## config.mk

```make
export PLATFORM = sky130hd
export DESIGN_NAME = cond_unit
export DESIGN_NICKNAME = d
export VERILOG_FILES = /design/src/rtl/cond_unit.sv
export SDC_FILE = /design/constraint.sdc
export NUM_CORES = 1
export LEC_CHECK = 0
export CAP_MARGIN = 25
export CORE_AREA = 2 2 39 41
export DETAILED_ROUTE_END_ITERATION = 12
export DIE_AREA = 0 0 41 43
export PLACE_DENSITY = 0.85
export SYNTH_ARGS = -nofsm -noshare
export SYNTH_HDL_FRONTEND = slang
export SYNTH_SLANG_ARGS = --single-unit
```

## constraint.sdc

```tcl
create_clock -name i_clk -period 3.4 [get_ports i_clk]
set_clock_uncertainty 0.1 [all_clocks]
set_input_delay 0.34 -clock i_clk [delete_from_list [all_inputs] [get_ports i_clk]]
set_output_delay 0.34 -clock i_clk [all_outputs]
set_load 0.05 [all_outputs]
```

## src/rtl/cond_unit.sv

```systemverilog
// Condition evaluation and status-flag register for the single-cycle core.
// Optional shadow flag register is built only when COND_FLAG_SHADOW_EN is defined.
module cond_unit #(
  parameter logic [3:0] RESET_FLAGS = 4'b0000
) (
  input  logic       i_clk,
  input  logic       i_reset,
  input  logic       i_instr_valid,
  input  logic [3:0] i_cond,
  input  logic [1:0] i_flag_write,
  input  logic       i_alu_n,
  input  logic       i_alu_z,
  input  logic       i_alu_co,
  input  logic       i_alu_ovf,
  input  logic       i_reg_write_req,
  input  logic       i_mem_write_req,
  input  logic       i_pc_src_req,
  input  logic       i_flag_save,
  input  logic       i_flag_restore,
  output logic       o_reg_write,
  output logic       o_mem_write,
  output logic       o_pc_src,
  output logic       o_cond_ex,
  output logic       o_cond_illegal,
  output logic [3:0] o_flags
);

  logic [3:0] r_flags;
  logic [3:0] w_flags_next;
  logic       w_n, w_z, w_c, w_v;
  logic       w_cond_ex;
  logic       w_commit;

  assign {w_n, w_z, w_c, w_v} = r_flags;

  // Evaluated against the registered flags only, never the live ALU outputs.
  always_comb begin
    w_cond_ex = 1'b0;
    case (i_cond)
      4'b0000: w_cond_ex = w_z;
      4'b0001: w_cond_ex = !w_z;
      4'b0010: w_cond_ex = w_c;
      4'b0011: w_cond_ex = !w_c;
      4'b0100: w_cond_ex = w_n;
      4'b0101: w_cond_ex = !w_n;
      4'b0110: w_cond_ex = w_v;
      4'b0111: w_cond_ex = !w_v;
      4'b1000: w_cond_ex = w_c & !w_z;
      4'b1001: w_cond_ex = !w_c | w_z;
      4'b1010: w_cond_ex = (w_n == w_v);
      4'b1011: w_cond_ex = (w_n != w_v);
      4'b1100: w_cond_ex = !w_z & (w_n == w_v);
      4'b1101: w_cond_ex = w_z | (w_n != w_v);
      4'b1110: w_cond_ex = 1'b1;
      default: w_cond_ex = 1'b0;
    endcase
  end

  assign w_commit       = i_instr_valid & w_cond_ex;
  assign o_cond_ex      = w_cond_ex;
  assign o_cond_illegal = i_instr_valid & (i_cond == 4'b1111);
  assign o_reg_write    = i_reg_write_req & w_commit;
  assign o_mem_write    = i_mem_write_req & w_commit;
  assign o_pc_src       = i_pc_src_req & w_commit;
  assign o_flags        = r_flags;

  always_comb begin
    w_flags_next = r_flags;
    if (w_commit && i_flag_write[1]) begin
      w_flags_next[3] = i_alu_n;
      w_flags_next[2] = i_alu_z;
    end
    if (w_commit && i_flag_write[0]) begin
      w_flags_next[1] = i_alu_co;
      w_flags_next[0] = i_alu_ovf;
    end
  end

`ifdef COND_FLAG_SHADOW_EN
  logic [3:0] r_shadow;

  // Save and restore are side effects of the instruction, so they share its gating.
  always_ff @(posedge i_clk) begin
    if (i_reset) begin
      r_flags  <= RESET_FLAGS;
      r_shadow <= RESET_FLAGS;
    end else begin
      if (w_commit && i_flag_save)
        r_shadow <= r_flags;
      if (w_commit && i_flag_restore)
        r_flags <= r_shadow;
      else
        r_flags <= w_flags_next;
    end
  end
`else
  logic w_unused;
  assign w_unused = i_flag_save ^ i_flag_restore;

  always_ff @(posedge i_clk) begin
    if (i_reset)
      r_flags <= RESET_FLAGS;
    else
      r_flags <= w_flags_next;
  end
`endif

endmodule

```

==> summary.md <==
| Metric | Value |
|---|---|
| Syn Inst Count | 57 |
| Hold WC Path Type | reg -> reg |
| Die height | 43 um |
| Met3 WL | 89 um |
| Final period util | 82.0% |
| Multi-input logic area | 368 um^2 |
| Status | finished clean |
| IO buf count | 24 |
| Sink Count | 4 |
| Post-CTS Resized | 0 |
| Iteration-0 DRC Markers | 16 |
| Wire length on met2 | 628 um |
| Max_slew headroom | 65.3% |
| CTS tree | done |
| Final hold viol count | 0 |
| Root Driver | clkbuf_4 |
| Clock-pin transition on the worst setup and hold timing paths | 40 ps |
| NumNets Final | 101 |
| Clock Tree Buf Depth | 2 |
| Worst Setup Path Type | in -> out |
| Worst Tran Pin Value | 518 ps |
| Final worst slack | 611 ps |
| Synth top area cells | dfxtp_1 (17%), mux2i_1 (11%), nand2b_1 (11%), a31oi_4 (8.9%), and3_1 (5.3%) |
| Worst VDD drop | 0.176 mV |
| Distinct cells, synth | 28 |
| Area growth, synth to finish | 60.3% |
| Max-Cap Viols | 0 |
| DR pass1 iterations | 4 |
| Max H-tree Level | 1 |
| Starting Density | 34.4% |
| Tmin final | 2790 ps |
| Post-DP HPWL | 933 um |
| Die X | 41 um |
| Post-synth top area cell | dfxtp_1 |
| Seq/Total Area, Yosys | 16.8% |
| PD cells | 276 nW/um^2 |
| DRC viols | 0 |
| Synth Net Count | 75 |
| Share of cells above drive strength 1 | 13.6% |
| GP Congestion | 0.829 |
| First-pass GRT wire length | 2000 um |
| CTS Hold Bufs | 0 |
| Storage element area | 80.1 um^2 |
| Area share of the largest cell type after synthesis | 16.8% |
| Num ports | 27 |
| Fillers | 138 |
| Place WS | 606 ps |
| Worst EP required | 2960 ps |
| Antenna violations before repair | 0 |
| CP Capture Type | primary output |
| Avg Inst Size Synth | 8.34 um^2 |
| Ant. Diodes | 0 |
| Worst-path maximum fanout | 10 |
| Yosys Warn Count | 0 |
| Final setup fails | 0 |
| Total CTS buffers | 3 |
| Die area | 1760 um^2 |
| F_max | 0.358 GHz |
| Vias | 528 |
| Clk_lat worst skew | 240 ps |
| Post-Syn Area | 475 um^2 |
| Core area | 1380 um^2 |
| Post-route ant nets | 0 |
| All-Layer GR Usage | 16.8% |
| WL final | 1170 um |
| Max reg flops | 4 |
| Critical path arrival | 2350 ps |
| WL met1 | 439 um |
| Pin count of the biggest net entering global routing | 14 |
| Top sig layer | met4 |
| Leak | 0.000283 uW |
| Postcts setup bufs | 0 |
| Routed WL per cell | 12.1 um |
| Overflow after GRT | 0 |
| #FFs+latches synth | 4 |
| Vias in the first global route | 524 |
| Unrepaired setup endpoints after global routing | false |
| CP Launch Type | input port |
| Final Slew Violations | 0 |
| # rows | 14 |
| Total negative setup slack | 0 ps |
| Vias per inst | 5.44 |
-- worst max-delay path, cell delays in order --
cell and delay [ps]:
clkdlybuf4s50_1 680, xnor2_1 160, o22ai_1 110, a211oi_2 480, nand3_2 170, and3_1 250, buf_12 150
-- routing by layer --
metal,up-vias,track usage (%)
li1,260,-
met1,246,16.7
met5,-,0
met2,20,27.8
met4,0,11.3
met3,2,4.71
-- per-stage QoR --
stage	utilization [%]	instances	hold WS [ps]	power [uW]	area [um^2]
2_1_floorplan	-	57	395	111	475
3_3_place_gp	53.4	94	425	149	739
3_5_place_dp	53.4	94	443	151	739
4_1_cts	55.1	97	447	213	762
5_1_grt	55.1	97	465	224	762
6_report	55.1	97	441	210	762
-- cells in the final DEF, fill, tap and decap left out, types with 2 or more instances in the layout --
master	instances
clkdlybuf4s50_1	20
buf_12	3
and3_1	4
nand2b_1	8
dfxtp_1	4
nand3_1	4
clkbuf_4	3
xnor2_1	2
a31oi_4	2
nor2_1	3
nand2_1	5
mux2i_1	5
or4bb_1	2
-- synthesized netlist by cell type --
cell / n
nand2b_1: 8
mux2i_1: 5
nand2_1: 5
and3_1: 4
dfxtp_1: 4
nand3_1: 4
nor2_1: 3
a31oi_4: 2
or4bb_1: 2
xnor2_1: 2
a211oi_2: 1
a21oi_1: 1
a311o_1: 1
a31oi_1: 1
and4bb_1: 1
buf_2: 1
buf_4: 1
buf_6: 1
inv_1: 1
nand3_2: 1
nand3b_1: 1
nor3_1: 1
nor4_1: 1
o211ai_1: 1
o21ai_0: 1
o22ai_1: 1
or2b_1: 1
xor2_1: 1
-- power by group --
group	total (uW)	switching, uW	internal (uW)
Clock	60.3	20.8	39.6
Sequential	52.8	3.46	49.3
Combinational	97.3	51.5	45.9
Total	210	75.7	135
-- cell type report --
type | count | share of cell area [%]
flip-flops and latches | 4 | 10.5
well taps | 16 | 2.63
multi-input cells | 49 | 48.3
repair buffers | 24 | 35.1
inverters | 1 | 0.493
clock buffers | 3 | 2.96
-- cell families after synthesis --
logic type	synth area share, %
AND/OR/NAND/NOR	41.3
XOR/XNOR	5.53
buffers and inverters	5.79
flip-flops	16.8
AO/OA/AOI/OAI	20.0
multiplexers	10.5
-- worst paths after layout --
kind / slack (ps) / depth (start not counted) / startpoint / to
max: 610 / 7 / i_cond[0] / o_reg_write
min: 440 / 2 / o_flags[0] / o_flags[0]
max reg2reg: 1560 / 5 / o_flags[1] / o_flags[1]
min reg2reg: 440 / 2 / o_flags[0] / o_flags[0]
No activity file was read; power rests on OpenSTA's default activity.
